$ cat src/rtl/sonar_pkg.sv
// Shared types and register-map constants for the memory-mapped ultrasonic ranger.
// No logic of its own; latency and flow control are defined by the users of this package.
// No backpressure: the processor bus is a fixed-timing store/load port.
package sonar_pkg;

    typedef enum logic [2:0] {
        IDLE      = 3'd0,
        TRIG      = 3'd1,
        WAIT_RISE = 3'd2,
        MEASURE   = 3'd3,
        DONE      = 3'd4
    } state_e;

    localparam logic [1:0] OFF_CTRL   = 2'd0;
    localparam logic [1:0] OFF_STATUS = 2'd1;
    localparam logic [1:0] OFF_RESULT = 2'd2;

    localparam int ST_BUSY    = 0;
    localparam int ST_DONE    = 1;
    localparam int ST_TIMEOUT = 2;

    function automatic logic [31:0] status_word(input logic busy,
                                                input logic done,
                                                input logic timeout);
        logic [31:0] w;
        w              = '0;
        w[ST_BUSY]     = busy;
        w[ST_DONE]     = done;
        w[ST_TIMEOUT]  = timeout;
        return w;
    endfunction

endpackage

$ cat src/rtl/mmio_sonar_sync_edge.sv
// Two-flop synchronizer for an asynchronous input plus rising/falling edge pulses.
// Latency: level visible 2 cycles after the pin changes; edge pulses last one cycle.
// No backpressure: free-running sampler.
module sync_edge (
    input  logic clock,
    input  logic reset,
    input  logic d_i,
    output logic sync_o,
    output logic rise_o,
    output logic fall_o
);

    logic meta_q;
    logic sync_q;
    logic prev_q;

    always_ff @(posedge clock or negedge reset) begin
        if (!reset) begin
            meta_q <= 1'b0;
            sync_q <= 1'b0;
            prev_q <= 1'b0;
        end else begin
            meta_q <= d_i;
            sync_q <= meta_q;
            prev_q <= sync_q;
        end
    end

    assign sync_o = sync_q;
    assign rise_o = sync_q & ~prev_q;
    assign fall_o = ~sync_q & prev_q;

endmodule

$ cat src/rtl/mmio_sonar.sv
// Ultrasonic ranger on the data-memory bus: store to start, loads for status and echo width.
// Latency: read data and hit one cycle after the address; trig rises two edges after the start store.
// No backpressure: stores always accepted, a start while busy is dropped.
module mmio_sonar
    import sonar_pkg::*;
#(
    parameter logic [11:0] BASE_ADDR      = 12'hF00,
    parameter int          TRIG_CYCLES    = 500,
    parameter int          TIMEOUT_CYCLES = 1_900_000,
    parameter int          CNT_W          = 21
) (
    input  logic        clock,
    input  logic        reset,
    input  logic        wren,
    input  logic [11:0] address_dmem,
    input  logic [31:0] data,
    output logic [31:0] q_sonar,
    output logic        hit_q,
    output logic        trig,
    input  logic        echo,
    output logic        done_irq
);

    localparam logic [CNT_W-1:0] TRIG_LAST = CNT_W'(TRIG_CYCLES - 1);
    localparam logic [CNT_W-1:0] TO_LIMIT  = CNT_W'(TIMEOUT_CYCLES);
    localparam logic [CNT_W-1:0] CNT_ONE   = CNT_W'(1);

    // ---------------- bus decode ----------------
    logic       in_win;
    logic [1:0] off;
    logic       start_req;
    logic       clr_done;
    logic       clr_timeout;
    logic       unused_data;

    assign in_win      = (address_dmem[11:2] == BASE_ADDR[11:2]);
    assign off         = address_dmem[1:0];
    assign start_req   = wren && in_win && (off == OFF_CTRL)   && data[0];
    assign clr_done    = wren && in_win && (off == OFF_STATUS) && data[ST_DONE];
    assign clr_timeout = wren && in_win && (off == OFF_STATUS) && data[ST_TIMEOUT];
    assign unused_data = ^data[31:3];

    // ---------------- echo synchronizer ----------------
    logic echo_s;
    logic echo_rise;
    logic echo_fall;

    sync_edge u_sync_echo (
        .clock  (clock),
        .reset  (reset),
        .d_i    (echo),
        .sync_o (echo_s),
        .rise_o (echo_rise),
        .fall_o (echo_fall)
    );

    // ---------------- measurement FSM ----------------
    state_e           state_q,   state_d;
    logic [CNT_W-1:0] cnt_q,     cnt_d;
    logic [CNT_W-1:0] result_q,  result_d;
    logic             done_q,    done_d;
    logic             timeout_q, timeout_d;
    logic             trig_q;
    logic             done_irq_q;
    logic             busy;

    assign busy = (state_q != IDLE);

    always_comb begin
        state_d   = state_q;
        cnt_d     = cnt_q;
        result_d  = result_q;
        // Clears apply first so a completion in the same cycle overrides them.
        done_d    = done_q    & ~clr_done;
        timeout_d = timeout_q & ~clr_timeout;

        unique case (state_q)
            IDLE: begin
                if (start_req) begin
                    state_d   = TRIG;
                    cnt_d     = '0;
                    done_d    = 1'b0;
                    timeout_d = 1'b0;
                end
            end
            TRIG: begin
                if (cnt_q == TRIG_LAST) begin
                    state_d = WAIT_RISE;
                    cnt_d   = '0;
                end else begin
                    cnt_d = cnt_q + CNT_ONE;
                end
            end
            WAIT_RISE: begin
                if (echo_rise) begin
                    state_d = MEASURE;
                    cnt_d   = '0;
                end else if (cnt_q == TO_LIMIT) begin
                    state_d   = DONE;
                    done_d    = 1'b1;
                    timeout_d = 1'b1;
                    result_d  = '0;
                end else begin
                    cnt_d = cnt_q + CNT_ONE;
                end
            end
            MEASURE: begin
                if (echo_fall) begin
                    state_d  = DONE;
                    done_d   = 1'b1;
                    result_d = cnt_q;
                end else if (cnt_q == TO_LIMIT) begin
                    state_d   = DONE;
                    done_d    = 1'b1;
                    timeout_d = 1'b1;
                    result_d  = TO_LIMIT;
                end else if (echo_s) begin
                    cnt_d = cnt_q + CNT_ONE;
                end
            end
            DONE: begin
                state_d = IDLE;
            end
            default: begin
                state_d = IDLE;
            end
        endcase
    end

    always_ff @(posedge clock or negedge reset) begin
        if (!reset) begin
            state_q    <= IDLE;
            cnt_q      <= '0;
            result_q   <= '0;
            done_q     <= 1'b0;
            timeout_q  <= 1'b0;
            trig_q     <= 1'b0;
            done_irq_q <= 1'b0;
        end else begin
            state_q    <= state_d;
            cnt_q      <= cnt_d;
            result_q   <= result_d;
            done_q     <= done_d;
            timeout_q  <= timeout_d;
            // Registered pin drive: high for exactly the cycles the FSM spends in TRIG.
            trig_q     <= (state_q == TRIG);
            done_irq_q <= (state_d == DONE) && (state_q != DONE);
        end
    end

    assign trig     = trig_q;
    assign done_irq = done_irq_q;

    // ---------------- read path ----------------
    logic [31:0] rdata_d;
    logic [31:0] rdata_q;
    logic        hit_r;

    always_comb begin
        rdata_d = '0;
        if (in_win) begin
            unique case (off)
                OFF_STATUS: rdata_d = status_word(busy, done_q, timeout_q);
                OFF_RESULT: rdata_d = 32'(result_q);
                default:    rdata_d = '0;
            endcase
        end
    end

    always_ff @(posedge clock or negedge reset) begin
        if (!reset) begin
            rdata_q <= '0;
            hit_r   <= 1'b0;
        end else begin
            rdata_q <= rdata_d;
            hit_r   <= in_win;
        end
    end

    assign q_sonar = rdata_q;
    assign hit_q   = hit_r;

endmodule
$ cat config.mk
export PLATFORM = sky130hd
export DESIGN_NAME = mmio_sonar
export DESIGN_NICKNAME = d
export VERILOG_FILES = /design/src/rtl/sonar_pkg.sv /design/src/rtl/mmio_sonar_sync_edge.sv /design/src/rtl/mmio_sonar.sv
export SDC_FILE = /design/constraint.sdc
export NUM_CORES = 1
export LEC_CHECK = 0
export BUFFER_PORTS_ARGS = -buffer_cell sky130_fd_sc_hd__buf_2
export CAP_MARGIN = 20
export CELL_PAD_IN_SITES_DETAIL_PLACEMENT = 1
export CELL_PAD_IN_SITES_GLOBAL_PLACEMENT = 1
export CORE_MARGIN = 2
export CORE_UTILIZATION = 23
export DETAILED_ROUTE_END_ITERATION = 6
export HOLD_SLACK_MARGIN = 0.03
export PLACE_DENSITY_LB_ADDON = 0.2
export SLEW_MARGIN = 5
export SYNTH_ARGS = -nofsm -noshare
export SYNTH_HDL_FRONTEND = slang
export SYNTH_SLANG_ARGS = --single-unit
$ cat constraint.sdc
create_clock -name clock -period 6.9 [get_ports clock]
set_input_delay 1.035 -clock clock [delete_from_list [all_inputs] [get_ports clock]]
set_output_delay 1.035 -clock clock [all_outputs]
set_load 0.05 [all_outputs]
==> results of run 1 <==
[synthesized netlist by cell type (all sizes together) (6+ instances only)]
library cell,n,share of area (%)
o221a,13,4.3
nand4,8,1.5
nor2,16,2.0
nand2,35,3.9
nand3,11,1.6
dfrtp,74,54
o21ai,21,3.2
a21oi,7,1.0
clkbuf,11,1.2
buf,15,3.4
inv,9,0.99
and3,8,1.5
o31ai,8,1.8
nor3,6,0.88
and2,19,3.5
[layout make-up]
class / count / area (um^2)
clock buffer: 9 / 225.2
clock inverter: 7 / 125.1
fill: 1662 / 10440
inverter: 9 / 33.78
multi-input combinational: 225 / 1416
sequential: 74 / 1852
tap: 184 / 230.2
timing repair buffer: 42 / 212.7
[cell families after synthesis]
kind of cell	count (synthesis)	share of synthesized area [%]
adders and majority gates	5	1.828
DFF	74	54.11
other	1	0.1096
AOI/OAI and AO/OA	80	17.51
and+or+nand+nor	129	20.84
buffers and inverters	35	5.594
[flip-flops by register name, summed over array words and instances, names as in the netlist]
register,flops
done_irq,1
u_sync_echo.prev_q,1
state_q,3
trig,1
u_sync_echo.meta_q,1
q_sonar,21
u_sync_echo.sync_o,1
timeout_q,1
done_q,1
hit_q,1
cnt_q,21
result_q,21
[metal layers]
metal	part of all wire (%)	routed length, um
met1	49	4353
met2	46	4063
met3	3.1	275
met4	1.6	141
met5	0	0
[how the worst max path moves through the flow]
| stage | slack (ns) | start | depth (start not counted) | end |
|---|---|---|---|---|
| after floorplan | 3.96 | address_dmem[3] | 8 | cnt_q[10] |
| after global placement | 3.36 | address_dmem[3] | 7 | cnt_q[11] |
| after detailed placement | 3.36 | address_dmem[3] | 7 | cnt_q[7] |
| after CTS | 3.60 | cnt_q[17] | 6 | cnt_q[4] |
| after global routing | 3.45 | cnt_q[17] | 6 | cnt_q[4] |
| final | 3.63 | cnt_q[17] | 6 | cnt_q[4] |
[power groups by stage]
stage / clock network, uW / logic [uW] / registers, uW
floorplan: 0 / 22.7 / 445
global placement: 0 / 33.0 / 446
detailed placement: 0 / 33.5 / 446
CTS: 564 / 33.6 / 438
global route: 589 / 36.4 / 438
finish: 553 / 32.5 / 438
[through the flow]
stage	power, uW	util [%]	hold WS, ns	instances	setup slack [ns]
after global placement	478.9	25.77	0.3422	534	3.363
after detailed placement	479.5	25.77	0.3410	534	3.362
after CTS	1035	28.18	0.3550	550	3.596
after global routing	1064	28.18	0.3779	550	3.450
final	1023	28.18	0.3514	550	3.631
after floorplan	467.6	-	0.3312	334	3.963
[worst max-delay path: stages (launching register included)]
cell      delay, ns
dfrtp_1        0.47
or4b_1         0.54
or4_4          0.46
and4bb_2       0.52
or2b_1         0.68
nor2_4         0.15
a221o_1        0.32
==> flow_metrics.env, run 1 <==
export IMPL_cts_resized=0
export IMPL_final_hold_violation_count=0
export IMPL_yosysWarnings=0
export IMPL_yosysSeqAreaShare_pct=54.11
export IMPL_relSlewSlack_pct=36.19
export IMPL_crit_type="reg -> reg"
export IMPL_crit_fanout=19
export IMPL_place_area_mm2=0.003745
export IMPL_ys_types=49
export IMPL_worstHoldEndpoint="u_sync_echo.sync_o"
export IMPL_rows=44
export IMPL_die_area_mm2=0.01587
export IMPL_grt_first_pass_wirelength_um=14790
export IMPL_drc=0
export IMPL_synth_edf_count=0
export IMPL_worstHoldStart="u_sync_echo.meta_q"
export IMPL_drive_above_1_share_pct=22.40
export IMPL_critical_path_arrival_ns=3.49
export IMPL_fp_dieH_um=126.0
export IMPL_swShare_pct=21.96
export IMPL_drv_cap=0
export IMPL_initial_core_util_pct=23.55
export IMPL_cts_hold_buf=0
export IMPL_post_synth_inst_count=324
export IMPL_dp_hpwl_um=5978
export IMPL_viasPerCell=4.771
export IMPL_grt_overflow=0
export IMPL_final_nets=414
export IMPL_final_cell_area_mm2=0.004095
export IMPL_hold_path_class="reg -> reg"
export IMPL_leakagePower_uw=0.001941
export IMPL_cts_max_level=3
export IMPL_die_x_um=126.0
export IMPL_pwr_share_clk_pct=54.0
export IMPL_tightest_slew_ns=0.9545
export IMPL_cts_root_buf="clkbuf_16"
export IMPL_synth_main_ff_cell="dfrtp_1"
export IMPL_antenna_left=0
export IMPL_power_switching_uw=224.7
export IMPL_r2r_end="cnt_q[4]"
export IMPL_num_antenna_cells=0
export IMPL_core_mm2=0.01453
export IMPL_p_per_area_mw_per_mm2=249.8
export IMPL_ys_seq_elements=74
export IMPL_clock_sinks=74
export IMPL_first_pass_iters=4
export IMPL_end_kind="flop"
export IMPL_final_common_cell="dfrtp_1"
export IMPL_met3_usage_pct=2.676
export IMPL_synth_cell_area_mm2=0.003422
export IMPL_p_seq_share_pct=42.8
export IMPL_numPortBuffers=42
export IMPL_ios=83
export IMPL_drt_iter0_drc=166
export IMPL_drv_slew=0
export IMPL_period_share_pct=47.38
export IMPL_met1_usage_pct=16.03
export IMPL_syn_avg_cell_area_um2=10.56
export IMPL_finalSetupViolations=0
export IMPL_p_int_uw=798.5
export IMPL_postCtsSetupRepairBufs=0
export IMPL_peakVddDrop_uv=104.0
export IMPL_gp_congestion=0.7705
export IMPL_grt_max_degree=75
export IMPL_reg2reg_depth=6
export IMPL_cp_start_kind="flop"
export IMPL_track_usage_pct=11.73
export IMPL_clock_skew_ns=0.006550
export IMPL_finalSetupTns_ns=0
export IMPL_clk_pin_slew_ns=0.06
export IMPL_rsz0062_at_grt="false"
export IMPL_fin_crit_ns=3.269
export IMPL_layout_common_cells="74 x dfrtp_1, 41 x buf_2, 34 x nand2_1"
export IMPL_num_vias=2624
export IMPL_antenna_found_initial=0
export IMPL_async_flop_share_pct=100.0
export IMPL_drt_total_wl_um=8834
export IMPL_worstPathRequired_ns=7.12
export IMPL_clockBufferDepth=2
export IMPL_combPwrFrac_pct=3.2
export IMPL_regToRegSetupSlack_ns=3.63
export IMPL_use_met2_pct=18.28
export IMPL_cts_buffers_inserted=9
export IMPL_clock_latency_ns=0.34
export IMPL_fmax_mhz=305.9
export IMPL_holdPathStages=0
export IMPL_grt_pass1_vias=2698
export IMPL_top_usage_layer="met2"
export IMPL_reg2reg_from="cnt_q[17]"
export IMPL_cts_tree="built"
export IMPL_status="finished, final reports clean"
export IMPL_area_growth_pct=19.67
export IMPL_wl_per_cell_um=16.06
Power figures use the tool's default switching activity.
==> run 2: changes to the inputs <==
clock period = 3.15 ns   (was 6.9 ns; I/O delays follow)
==> flow_metrics.env, run 2 (same netlist as run 1, synthesis figures left out) <==
export IMPL_rows=44
export IMPL_clk_pin_slew_ns=0.06
export IMPL_place_area_mm2=0.003857
export IMPL_cp_start_kind="flop"
export IMPL_reg2reg_from="cnt_q[8]"
export IMPL_finalSetupTns_ns=0
export IMPL_drv_slew=0
export IMPL_relSlewSlack_pct=37.98
export IMPL_p_per_area_mw_per_mm2=514.9
export IMPL_cts_resized=0
export IMPL_holdPathStages=1
export IMPL_antenna_found_initial=0
export IMPL_critical_path_arrival_ns=2.87
export IMPL_grt_overflow=0
export IMPL_peakVddDrop_uv=265.3
export IMPL_worstHoldStart="echo"
export IMPL_layout_common_cells="74 x dfrtp_1, 41 x buf_2, 34 x nand2_1"
export IMPL_grt_max_degree=75
export IMPL_cts_max_level=3
export IMPL_dp_hpwl_um=6202
export IMPL_num_antenna_cells=0
export IMPL_first_pass_iters=4
export IMPL_fp_dieH_um=126.0
export IMPL_fmax_mhz=378.6
export IMPL_clockBufferDepth=2
export IMPL_finalSetupViolations=0
export IMPL_fin_crit_ns=2.641
export IMPL_status="finished, final reports clean"
export IMPL_leakagePower_uw=0.002006
export IMPL_crit_type="reg -> reg"
export IMPL_die_area_mm2=0.01587
export IMPL_drc=0
export IMPL_grt_pass1_vias=2706
export IMPL_hold_path_class="in -> reg"
export IMPL_cts_hold_buf=0
export IMPL_gp_congestion=0.7943
export IMPL_drt_iter0_drc=184
export IMPL_utilization_pct=28.81
export IMPL_wl_per_cell_um=15.22
export IMPL_initial_core_util_pct=23.55
export IMPL_postCtsSetupRepairBufs=0
export IMPL_antenna_left=0
export IMPL_cts_tree="built"
export IMPL_area_growth_pct=22.34
export IMPL_drt_total_wl_um=8598
export IMPL_track_usage_pct=11.30
export IMPL_reg2reg_depth=6
export IMPL_tightest_slew_ns=0.9303
export IMPL_final_hold_violation_count=0
export IMPL_die_x_um=126.0
export IMPL_ios=83
export IMPL_worstHoldEndpoint="u_sync_echo.meta_q"
export IMPL_worstPathRequired_ns=3.37
export IMPL_r2r_end="cnt_q[4]"
export IMPL_rsz0062_at_grt="false"
export IMPL_viasPerCell=4.611
export IMPL_regToRegSetupSlack_ns=0.51
export IMPL_final_common_cell="dfrtp_1"
export IMPL_crit_fanout=11
export IMPL_clock_latency_ns=0.34
export IMPL_numPortBuffers=42
export IMPL_period_share_pct=83.85
export IMPL_core_mm2=0.01453
export IMPL_clock_sinks=74
export IMPL_drv_cap=0
export IMPL_final_nets=429
export IMPL_end_kind="flop"
export IMPL_power_uw=2156
export IMPL_clock_skew_ns=0.005082
export IMPL_final_cell_area_mm2=0.004187
export IMPL_drive_above_1_share_pct=25.46
export IMPL_cts_root_buf="clkbuf_16"
export IMPL_cts_buffers_inserted=9
export IMPL_num_vias=2605
export IMPL_grt_first_pass_wirelength_um=14260
## run 2: changes by cell type in the layout (fill, tap and decap cells not counted)
| cell | change |
|---|---|
| buf_4 | +15 |
| bufinv_16 | -1 |
| clkbuf_8 | +1 |
| clkinv_2 | +1 |
| clkinv_4 | -1 |
| clkinvlp_4 | +1 |
| inv_6 | -1 |
## run 2: where the power goes
group	total, uW	switching [uW]	leakage, uW	internal, uW
Clock	1130	409	0.000159	716
Combinational	71.6	57.2	0.000870	14.4
Sequential	959	4.86	0.000977	954
## run 2: stage by stage
step | setup slack (ns) | hold slack (ns) | std cells
detailed placement | 0.4331 | 0.3402 | 549
global route | 0.3903 | 0.2311 | 565
CTS | 0.5065 | 0.2297 | 565
global placement | 0.4548 | 0.3409 | 549
floorplan | 0.7378 | 0.1769 | 334
finish | 0.5088 | 0.2419 | 565
## run 2: cell type report
type | count | area (um^2)
fill | 1664 | 10350
inverter | 9 | 33.78
sequential | 74 | 1852
tap | 184 | 230.2
multi-input combinational | 225 | 1416
clock inverter | 6 | 90.09
clock buffer | 10 | 239.0
timing repair buffer | 57 | 325.3
## run 2: how the worst max path moves through the flow
stage | start | to
2_1_floorplan | cnt_q[17] | cnt_q[4]
3_3_place_gp | address_dmem[3] | cnt_q[11]
3_5_place_dp | address_dmem[3] | cnt_q[9]
4_1_cts | cnt_q[8] | cnt_q[4]
5_1_grt | cnt_q[8] | cnt_q[9]
6_report | cnt_q[8] | cnt_q[4]
## run 2: routing by layer
layer,track usage (%),up-vias,share of wire (%)
met2,17.49,46,46
met3,2.294,10,3.2
met4,4.331,0,1.5
met1,15.60,1282,50
met5,0,-,0
li1,-,1267,-
## run 2: worst max-delay path, stage by stage, from the launching register on
cell      delay (ns)
dfrtp_1         0.48
or4b_1          0.45
or4_4           0.46
and4bb_2        0.33
or2b_1          0.37
nor2_4          0.12
a221o_1         0.30
==> run 3: changes to the inputs <==
ABC_AREA = 1   (was not set)
clock period = 2.2 ns   (was 3.15 ns; I/O delays follow)
==> flow_metrics.env, run 3 <==
export IMPL_status="finished, final reports clean"
export IMPL_cp_top_family="simple AND/OR/NAND/NOR gates"
export IMPL_core_mm2=0.01670
export IMPL_synthTopCellsByCount="98 x nand2_1, 74 x dfrtp_1, 57 x inv_1, 53 x nand3_1, 38 x nor2_1"
export IMPL_synth_main_ff_cell="dfrtp_1"
export IMPL_cts_tree="built"
export IMPL_synthMuxAreaShare_pct=0
export IMPL_synth_cell_area_mm2=0.003948
export IMPL_antenna_left=0
export IMPL_leakagePower_uw=0.002341
export IMPL_critical_path_arrival_ns=2.26
export IMPL_fp_dieH_um=135.0
export IMPL_wl_per_cell_um=15.40
export IMPL_regToRegSetupSlack_ns=0.20
export IMPL_yosysWarnings=0
export IMPL_gp_congestion=0.7801
export IMPL_whs_ns=0.09741
export IMPL_die_area_mm2=0.01823
export IMPL_worstHoldStart="echo"
export IMPL_clock_latency_ns=0.35
export IMPL_yosysSeqAreaShare_pct=46.91
export IMPL_period_share_pct=91.07
export IMPL_area_growth_pct=20.25
export IMPL_ios=83
export IMPL_synth_area_leaders="dfrtp_1 47%, nand2_1 9.3%, nand3_1 6.7%, inv_1 5.4%, nor2_1 3.6%"
export IMPL_power_uw=2861
export IMPL_synth_top_family_by_area="simple AND/OR/NAND/NOR gates"
export IMPL_ys_types=35
export IMPL_cts_max_level=3
export IMPL_final_hold_violation_count=0
export IMPL_peakVddDrop_uv=310.9
export IMPL_cts_resized=0
export IMPL_end_kind="flop"
export IMPL_hold_path_class="in -> reg"
export IMPL_syn_avg_cell_area_um2=8.056
export IMPL_finalSetupViolations=0
export IMPL_clock_sinks=74
export IMPL_grt_max_degree=50
export IMPL_place_area_mm2=0.004467
export IMPL_drt_total_wl_um=11860
export IMPL_worstPathCellList="inv_1 > ha_1 > nand3_1 > nor2_2 > nand3_4 > nand2_4 > o211ai_1 > o21ai_1"
export IMPL_path_buf_inv=1
export IMPL_initial_core_util_pct=23.64
export IMPL_layout_common_cells="98 x nand2_1, 74 x dfrtp_1, 57 x inv_1"
export IMPL_crit_fanout=35
export IMPL_synth_compound_area_share_pct=9.857
export IMPL_setup_worst_path_start="cnt_q[1]"
export IMPL_post_place_ws_ns=0.2190
export IMPL_cts_root_buf="clkbuf_16"
export IMPL_fin_crit_ns=2.003
export IMPL_die_x_um=135.0
export IMPL_post_synth_inst_count=490
export IMPL_synthSimpleGateAreaFrac_pct=29.26
export IMPL_synth_edf_count=0
export IMPL_antenna_found_initial=0
export IMPL_cts_buffers_inserted=9
export IMPL_synth_most_common_cell="nand2_1"
export IMPL_worstPathRequired_ns=2.46
export IMPL_num_vias=3463
export IMPL_crit_type="reg -> reg"
export IMPL_fin_ws_ns=0.1965
export IMPL_yosysTopAreaCell="dfrtp_1"
export IMPL_drive_above_1_share_pct=18.73
export IMPL_clk_pin_slew_ns=0.06
export IMPL_first_pass_iters=4
export IMPL_numPortBuffers=42
export IMPL_r2r_end="result_q[19]"
export IMPL_viasPerCell=4.497
export IMPL_final_common_cell="nand2_1"
export IMPL_grt_first_pass_wirelength_um=19840
export IMPL_yosysTopAreaCellShare_pct=46.91
export IMPL_num_antenna_cells=0
export IMPL_track_usage_pct=14.03
export IMPL_grt_overflow=0
export IMPL_final_cell_area_mm2=0.004747
export IMPL_worstHoldEndpoint="u_sync_echo.meta_q"
export IMPL_p_per_area_mw_per_mm2=602.7
export IMPL_grt_pass1_vias=3666
export IMPL_rsz0062_at_grt="false"
export IMPL_cp_start_kind="flop"
export IMPL_synth_xor_area_share_pct=1.331
export IMPL_reg2reg_depth=8
export IMPL_dp_hpwl_um=8702
export IMPL_drv_cap=0
export IMPL_drc=0
export IMPL_fmax_mhz=499.1
export IMPL_slowest_stage="dfrtp_1"
export IMPL_finalSetupTns_ns=0
export IMPL_drt_iter0_drc=161
export IMPL_clock_skew_ns=0.01439
export IMPL_clockBufferDepth=2
export IMPL_cpPeakStageDelay_ns=0.43
export IMPL_reg2reg_from="cnt_q[1]"
export IMPL_ys_seq_elements=74
export IMPL_final_nets=598
export IMPL_synth_fa_ha_area_share_pct=1.585
export IMPL_drv_slew=0
export IMPL_rows=47
export IMPL_holdPathStages=1
export IMPL_async_flop_share_pct=100.0
## run 3: cell types whose count changed after synthesis, moves of 8 or more
cell / before / now
nand2_1: 34 / 98
inv_1: 9 / 57
nand3_1: 11 / 53
nor2_1: 14 / 38
o211ai_1: 0 / 19
and2_1: 18 / 1
o21ai_1: 0 / 15
nor3_1: 6 / 19
o221a_2: 13 / 0
nand4_1: 8 / 20
and3_1: 8 / 0
inv_2: 0 / 8
o31ai_1: 8 / 0
## run 3: logic make-up after synthesis
| logic type | count (synthesis) |
|---|---|
| simple gates | 246 |
| buf+inv | 95 |
| flops | 74 |
| compound gates | 63 |
| xor+xnor | 6 |
| fa+ha+maj | 5 |
| other cells | 1 |
## run 3: timing repair
item                      4_1_cts  5_1_grt
hold endpoints to repair       25        0
buffers inserted                0        0
hold buffers                    1        0
## run 3: stage by stage
step | cells | utilization [%]
2_1_floorplan | 500 | -
3_3_place_gp | 753 | 26.75
3_5_place_dp | 753 | 26.75
4_1_cts | 770 | 28.42
5_1_grt | 770 | 28.42
6_report | 770 | 28.42
## run 3: worst max-delay path by stage
stage | depth (start not counted) | slack (ns) | endpoint
2_1_floorplan | 9 | 0.67 | cnt_q[18]
6_report | 8 | 0.20 | result_q[19]
3_3_place_gp | 10 | 0.28 | cnt_q[0]
3_5_place_dp | 8 | 0.22 | result_q[8]
4_1_cts | 8 | 0.19 | result_q[8]
5_1_grt | 7 | 0.02 | result_q[19]
## run 3: cell type report
cell class                 instances  area, um^2
fill                            2016       11950
sequential                        74        1852
multi-input combinational        331        1700
timing repair buffer              64       405.4
tap                              220       275.3
inverter                          65       244.0
clock buffer                      10       229.0
clock inverter                     6       41.29
## run 3: metal layers
metal | part of all wire (%) | vias to the layer above | global-route usage, %
met3 | 2.8 | 10 | 2.440
met2 | 46 | 52 | 22.56
met5 | 0 | - | 0
met1 | 50 | 1696 | 19.22
met4 | 1.4 | 0 | 4.514
li1 | - | 1705 | -
## run 3: where the power goes
| part | switching, uW | internal, uW | leakage (uW) |
|---|---|---|---|
| clock | 609 | 764 | 0.000125 |
| combinational | 97.8 | 24.7 | 0.00125 |
| sequential | 1.89 | 1360 | 0.000966 |
